===== src/rtl/multicycle_control_unit.sv =====
// Multi-cycle RV32I control unit: sequences FETCH/DECODE/EXEC/MEM/WB, holds the instruction
// register, decodes datapath controls and tracks traps and retired instructions.
module multicycle_control_unit #(
    parameter int unsigned MEM_TIMEOUT = 16,
    parameter int unsigned CNT_W       = 32,
    parameter int unsigned EN_JALR     = 1
) (
    input  logic             clk,
    input  logic             rst_n,
    input  logic             en,
    input  logic             imem_ready,
    input  logic [31:0]      instr,
    input  logic             br_eq,
    input  logic             br_lt,
    input  logic             br_ltu,
    input  logic             dmem_ready,
    input  logic             trap_clr,
    output logic             imem_req,
    output logic             dmem_req,
    output logic             dmem_we,
    output logic             prf_wr_en,
    output logic             pc_wr_en,
    output logic [2:0]       cu_imm_sel,
    output logic             prf_pc_mux_ctrl,
    output logic             prf_imm_mux_ctrl,
    output logic [3:0]       cu_alu_ctrl,
    output logic [1:0]       cu_mem_out_mux_sel,
    output logic             branch_taken,
    output logic             jalr_sel,
    output logic             illegal_instr,
    output logic             mem_fault,
    output logic             instr_retired,
    output logic [CNT_W-1:0] instret,
    output logic [2:0]       state_o
);

    localparam logic [2:0] ImmI  = 3'd0;
    localparam logic [2:0] ImmS  = 3'd1;
    localparam logic [2:0] ImmB  = 3'd2;
    localparam logic [2:0] ImmU  = 3'd3;
    localparam logic [2:0] ImmJ  = 3'd4;

    localparam logic [3:0] AluAdd = 4'b0000;

    localparam logic [1:0] SelAlu = 2'b00;
    localparam logic [1:0] SelMem = 2'b01;
    localparam logic [1:0] SelPc4 = 2'b10;
    localparam logic [1:0] SelImm = 2'b11;

    localparam logic [6:0] OpLui    = 7'b0110111;
    localparam logic [6:0] OpAuipc  = 7'b0010111;
    localparam logic [6:0] OpJal    = 7'b1101111;
    localparam logic [6:0] OpJalr   = 7'b1100111;
    localparam logic [6:0] OpBranch = 7'b1100011;
    localparam logic [6:0] OpLoad   = 7'b0000011;
    localparam logic [6:0] OpStore  = 7'b0100011;
    localparam logic [6:0] OpImm    = 7'b0010011;
    localparam logic [6:0] OpReg    = 7'b0110011;

    localparam logic [31:0] Nop = 32'h0000_0013;

    localparam int unsigned CntW = (MEM_TIMEOUT > 1) ? $clog2(MEM_TIMEOUT) : 1;
    localparam logic [CntW-1:0] CntLast = CntW'(MEM_TIMEOUT - 1);

    typedef enum logic [2:0] {
        StIdle   = 3'd0,
        StFetch  = 3'd1,
        StDecode = 3'd2,
        StExec   = 3'd3,
        StMem    = 3'd4,
        StWb     = 3'd5,
        StTrap   = 3'd6
    } state_e;

    state_e            state_q, state_d;
    logic [31:0]       ir_q, ir_d;
    logic [CntW-1:0]   cnt_q, cnt_d;
    logic [CNT_W-1:0]  instret_q;
    logic              illegal_q, illegal_d;
    logic              fault_q, fault_d;
    logic              retire;

    logic [6:0] opcode;
    logic [2:0] funct3;
    logic [6:0] funct7;
    logic [4:0] rd;
    logic       is_branch, is_load, is_store, is_jal, is_jalr;
    logic       illegal, br_cond;
    logic       unused_ir;

    assign opcode    = ir_q[6:0];
    assign rd        = ir_q[11:7];
    assign funct3    = ir_q[14:12];
    assign funct7    = ir_q[31:25];
    assign unused_ir = ^ir_q[24:15];

    assign is_branch = (opcode == OpBranch);
    assign is_load   = (opcode == OpLoad);
    assign is_store  = (opcode == OpStore);
    assign is_jal    = (opcode == OpJal);
    assign is_jalr   = (opcode == OpJalr) && (EN_JALR != 0);

    always_comb begin
        illegal = 1'b0;
        case (opcode)
            OpImm, OpLui, OpAuipc, OpJal: illegal = 1'b0;
            OpReg: begin
                if (funct7 == 7'b0100000) begin
                    illegal = !((funct3 == 3'b000) || (funct3 == 3'b101));
                end else begin
                    illegal = (funct7 != 7'b0000000);
                end
            end
            OpBranch:        illegal = (funct3 == 3'b010) || (funct3 == 3'b011);
            OpLoad, OpStore: illegal = (funct3 != 3'b010);
            OpJalr:          illegal = (EN_JALR == 0) || (funct3 != 3'b000);
            default:         illegal = 1'b1;
        endcase
    end

    always_comb begin
        br_cond = 1'b0;
        case (funct3)
            3'b000:  br_cond = br_eq;
            3'b001:  br_cond = !br_eq;
            3'b100:  br_cond = br_lt;
            3'b101:  br_cond = !br_lt;
            3'b110:  br_cond = br_ltu;
            3'b111:  br_cond = !br_ltu;
            default: br_cond = 1'b0;
        endcase
    end

    always_comb begin
        state_d   = state_q;
        ir_d      = ir_q;
        cnt_d     = cnt_q;
        illegal_d = illegal_q;
        fault_d   = fault_q;
        retire    = 1'b0;
        case (state_q)
            StIdle: begin
                if (en) state_d = StFetch;
            end
            StFetch: begin
                if (imem_ready) begin
                    ir_d    = instr;
                    state_d = StDecode;
                end
            end
            StDecode: begin
                if (illegal) begin
                    illegal_d = 1'b1;
                    state_d   = StTrap;
                end else begin
                    state_d = StExec;
                end
            end
            StExec: begin
                if (is_branch) begin
                    retire  = 1'b1;
                    state_d = en ? StFetch : StIdle;
                end else if (is_load || is_store) begin
                    cnt_d   = '0;
                    state_d = StMem;
                end else begin
                    state_d = StWb;
                end
            end
            StMem: begin
                // A ready on the final allowed cycle still completes the access.
                if (dmem_ready) begin
                    if (is_store) begin
                        retire  = 1'b1;
                        state_d = en ? StFetch : StIdle;
                    end else begin
                        state_d = StWb;
                    end
                end else if (cnt_q == CntLast) begin
                    fault_d = 1'b1;
                    state_d = StTrap;
                end else begin
                    cnt_d = cnt_q + CntW'(1);
                end
            end
            StWb: begin
                retire  = 1'b1;
                state_d = en ? StFetch : StIdle;
            end
            StTrap: begin
                if (trap_clr) begin
                    illegal_d = 1'b0;
                    fault_d   = 1'b0;
                    state_d   = StIdle;
                end
            end
            default: state_d = StIdle;
        endcase
    end

    always_ff @(posedge clk or negedge rst_n) begin
        if (!rst_n) begin
            state_q   <= StIdle;
            ir_q      <= Nop;
            cnt_q     <= '0;
            instret_q <= '0;
            illegal_q <= 1'b0;
            fault_q   <= 1'b0;
        end else begin
            state_q   <= state_d;
            ir_q      <= ir_d;
            cnt_q     <= cnt_d;
            illegal_q <= illegal_d;
            fault_q   <= fault_d;
            if (retire) instret_q <= instret_q + CNT_W'(1);
        end
    end

    always_comb begin
        imem_req           = 1'b0;
        dmem_req           = 1'b0;
        dmem_we            = 1'b0;
        prf_wr_en          = 1'b0;
        pc_wr_en           = 1'b0;
        cu_imm_sel         = ImmI;
        prf_pc_mux_ctrl    = 1'b0;
        prf_imm_mux_ctrl   = 1'b1;
        cu_alu_ctrl        = AluAdd;
        cu_mem_out_mux_sel = SelAlu;
        branch_taken       = 1'b0;
        jalr_sel           = 1'b0;

        // Datapath steering follows the held instruction once it has been fetched.
        if (state_q inside {StDecode, StExec, StMem, StWb}) begin
            case (opcode)
                OpImm: begin
                    cu_alu_ctrl = (funct3 == 3'b101) ? {ir_q[30], funct3} : {1'b0, funct3};
                end
                OpReg: begin
                    prf_imm_mux_ctrl = 1'b0;
                    cu_alu_ctrl      = {ir_q[30], funct3};
                end
                OpLui: begin
                    cu_imm_sel         = ImmU;
                    cu_mem_out_mux_sel = SelImm;
                end
                OpAuipc: begin
                    prf_pc_mux_ctrl = 1'b1;
                    cu_imm_sel      = ImmU;
                end
                OpJal: begin
                    prf_pc_mux_ctrl    = 1'b1;
                    cu_imm_sel         = ImmJ;
                    cu_mem_out_mux_sel = SelPc4;
                end
                OpJalr: begin
                    cu_mem_out_mux_sel = SelPc4;
                end
                OpBranch: begin
                    prf_pc_mux_ctrl = 1'b1;
                    cu_imm_sel      = ImmB;
                end
                OpLoad: begin
                    cu_mem_out_mux_sel = SelMem;
                end
                OpStore: begin
                    cu_imm_sel = ImmS;
                end
                default: begin
                    cu_imm_sel = ImmI;
                end
            endcase
        end

        case (state_q)
            StFetch: imem_req = 1'b1;
            StExec: begin
                if (is_branch) begin
                    pc_wr_en     = 1'b1;
                    branch_taken = br_cond;
                end
            end
            StMem: begin
                dmem_req = 1'b1;
                dmem_we  = is_store;
                pc_wr_en = is_store && dmem_ready;
            end
            StWb: begin
                prf_wr_en    = (rd != 5'd0);
                pc_wr_en     = 1'b1;
                branch_taken = is_jal || is_jalr;
                jalr_sel     = is_jalr;
            end
            default: begin
                imem_req = 1'b0;
            end
        endcase
    end

    assign illegal_instr = illegal_q;
    assign mem_fault     = fault_q;
    assign instr_retired = retire;
    assign instret       = instret_q;
    assign state_o       = state_q;

endmodule

===== config.mk =====
export PLATFORM = sky130hd
export DESIGN_NAME = multicycle_control_unit
export DESIGN_NICKNAME = d
export VERILOG_FILES = /design/src/rtl/multicycle_control_unit.sv
export SDC_FILE = /design/constraint.sdc
export NUM_CORES = 1
export LEC_CHECK = 0
export CAP_MARGIN = 40
export CORE_UTILIZATION = 45
export DETAILED_ROUTE_END_ITERATION = 10
export PLACE_DENSITY = 0.82
export SLEW_MARGIN = 20
export SYNTH_ARGS = -nofsm -noshare
export SYNTH_HDL_FRONTEND = slang
export SYNTH_SLANG_ARGS = --single-unit

===== constraint.sdc =====
create_clock -name clk -period 4.7 [get_ports clk]
set_input_delay 0.94 -clock clk [delete_from_list [all_inputs] [get_ports clk]]
set_output_delay 0.94 -clock clk [all_outputs]
set_load 0.01 [all_outputs]

==> reports/results.txt <==
cells after synthesis -> 339
RSZ-0062 raised after global routing -> no
peak supply drop -> 336 µV
Clock Tree Root -> clkbuf_8
WS Path Type -> in2out
Critical-path top delay cell -> clkdlybuf4s50_1
worst path arrival time -> 3.05 ns
Period Utilization, post-route -> 84.9%
clk_lat worst skew -> 0.35 ns
most common cell after layout, fill and taps aside -> clkdlybuf4s50_1
register share of total power -> 44.2%
total track usage -> 21.6%
Post-synth EDFFs -> 0
Post-Route Skew -> 0.0112 ns
met1 usage -> 28.2%
hpwl dp -> 5.82 mm
number of global-route vias before repair -> 2,699
crit-path max FO -> 12
Peak Freq -> 251 MHz
synthesized area -> 3410 µm²
gr ovfl total -> 0
Die W -> 89.1 µm
first-pass GRT wire length -> 12.9 mm
largest net degree at the start of global routing -> 42
Tmin final -> 3.99 ns
full die area -> 7940 µm²
status -> finished, final reports clean
synthesis-stage register bit count -> 63
r2r worst-path depth -> 5
Gate power share -> 31.1%
placeable core area -> 7290 µm²
Worst-Margin Slew -> 0.542 ns
I/O Pins -> 97
leak pwr -> 0.00171 µW
Crit Reg-Reg Endpoint -> instret[23]$_DFFE_PN0P_
Filler cells -> 607
Switching Share -> 34.6%
sequential area share after synthesis -> 46.3%
CP dominant cell by count -> clkdlybuf4s50_1
worst slew margin relative to its limit -> 63.8%
fin nets -> 468
CTS Hold Bufs -> 0
Yosys Warn Count -> 0
max incr delay on CP -> 0.55 ns
global route hottest layer -> met2
global routing usage on met2 -> 34.9%
post-CTS setup buffer count -> 0
Internal Pwr Total -> 1280 µW
Setup-failing EPs final -> 0
Max clock buf depth -> 2
Yosys cell types -> 60
Setup crit start kind -> primary input
hold_sp -> instret[31]$_DFFE_PN0P_
initial antenna violation count -> 0
maxcap violations -> 0
setup tns final -> 0 ns
Initial Utilization -> 46.8%
most frequent cells in the layout -> 85 x clkdlybuf4s50_1, 60 x dfrtp_1, 27 x nand2_1, 23 x nor2_1, 22 x xor2_1
Num CTS Buffers -> 9
Antenna Cells -> 0
layout cells sized above 1 -> 13.6%
CTS clk-pin slew, worst paths -> 0.08 ns
worst r2r src -> state_o[2]$_DFFE_PN0P_
drc violations -> 0
DR vias/cell -> 5.45
Syn Area/Cell -> 10.1 µm²
Post-Synthesis Net Count -> 384
Area Growth Syn to Fin -> 33.5%
CP Capture Type -> output port
P_sw -> 678 µW
Die Span Y -> 89.1 µm
critical path required time -> 3.76 ns
final WL -> 7.96 mm
Hold Crit Depth -> 1
RePlAce Congestion -> 0.842
cts repair resizes -> 0
IO buf count -> 86
Reg2Reg Setup Slack -> 2.27 ns
Slew Viols, Final -> 0
via count -> 2,871
CP Cell Sequence -> clkdlybuf4s50_1 -> and4bb_2 -> a41oi_1 -> and2_4 -> clkinv_1 -> clkdlybuf4s50_1
Min-Delay Path Class -> reg2reg
Pre-antenna DRT Iters -> 4
Iter 0 DRT Violations -> 132
Clock Power Share -> 24.7%
Hold Path End -> instret[31]$_DFFE_PN0P_
Global Route met3 Usage -> 5.82%
average wire per standard cell -> 15.1 µm
Most used DFF post-synth -> dfrtp_1
power per cell area -> 431 nW/µm²
CTS H-tree depth -> 3
Setup WS post-layout -> 0.708 ns
CTS Sinks -> 63
site row count -> 31
fraction of registers with async set/reset -> 100%
Place WS -> 0.713 ns
CTS tree -> built
Post-DRT Antenna Nets -> 0
Hold Fails Final Rpt -> 0
[registers in the layout, summed over array words and instances, names as in the netlist]
| name | cells |
|---|---|
| cnt_q | 4 |
| illegal_instr | 1 |
| mem_fault | 1 |
| ir_q | 22 |
| instret | 32 |
| state_o | 3 |
[how the worst max path moves through the flow]
stage / startpoint / end / slack [ns] / cells past startpoint
global placement: dmem_ready / instr_retired / 0.76 / 6
finish: dmem_ready / pc_wr_en / 0.71 / 6
floorplan: dmem_ready / pc_wr_en / 1.75 / 5
CTS: dmem_ready / pc_wr_en / 0.71 / 6
detailed placement: dmem_ready / pc_wr_en / 0.71 / 6
global route: dmem_ready / instr_retired / 0.63 / 6
[cells by family after synthesis]
| family | synth area share (%) |
|---|---|
| DFF | 46.3 |
| AOI/OAI and AO/OA | 8.76 |
| adders and majority gates | 1.47 |
| and+or+nand+nor | 24.2 |
| muxes | 7.22 |
| xor gates and xnor gates | 8.69 |
| buffers and inverters | 3.37 |
[cells in the mapped netlist, drive strengths merged, types with 5 or more instances]
master  number  share of area, %
o21ai       10               1.5
nand2       27               3.0
xnor2       11               3.0
mux2        21               6.9
clkbuf      11               1.2
nand3       22               3.4
nand4       13               2.4
nor4         5               1.1
nor3        17               2.5
and3         5              0.92
nor2        23               2.5
dfrtp       60                44
a21oi        9               1.3
nand2b       6               1.1
xor2        22               5.6
and2         5              0.99
buf          6               1.1
inv          9              0.99
[power groups by stage]
stage	clock (µW)	combinational (µW)	sequential [µW]
floorplan	0	466	794
global placement	0	587	865
detailed placement	0	609	874
CTS	493	614	864
global route	518	675	895
finish	484	609	868
[cell type report]
type	instances	area [µm²]	area share, %
inverter	10	37.5	0.824
clock buffer	10	138	3.02
tap	99	124	2.72
clock inverter	6	68.8	1.51
multi-input combinational	249	1720	37.7
sequential	63	1580	34.7
timing repair buffer	90	891	19.5
[per-layer routing]
layer | up-vias | part of all wire [%]
met3 | 11 | 5.0
li1 | 1389 | -
met2 | 70 | 49
met4 | 0 | 1.4
met5 | - | 0
met1 | 1401 | 44
[stage by stage]
step | cell area (µm²) | hold WS (ns) | total power, µW | utilization [%] | std cells
2_1_floorplan | 3410 | 0.461 | 1260 | - | 339
3_3_place_gp | 4330 | 0.459 | 1450 | 59.4 | 509
3_5_place_dp | 4350 | 0.464 | 1480 | 59.6 | 510
4_1_cts | 4550 | 0.478 | 1970 | 62.4 | 526
5_1_grt | 4560 | 0.501 | 2090 | 62.5 | 527
6_report | 4560 | 0.475 | 1960 | 62.5 | 527
[worst max-delay path, delay by kind of cell]
| kind | cells | cell delay [ns] |
|---|---|---|
| AO/OA/AOI/OAI | 1 | 0.28 |
| buffers and inverters | 3 | 1.19 |
| AND/OR/NAND/NOR | 2 | 0.64 |
No activity file was read; power rests on OpenSTA's default activity.
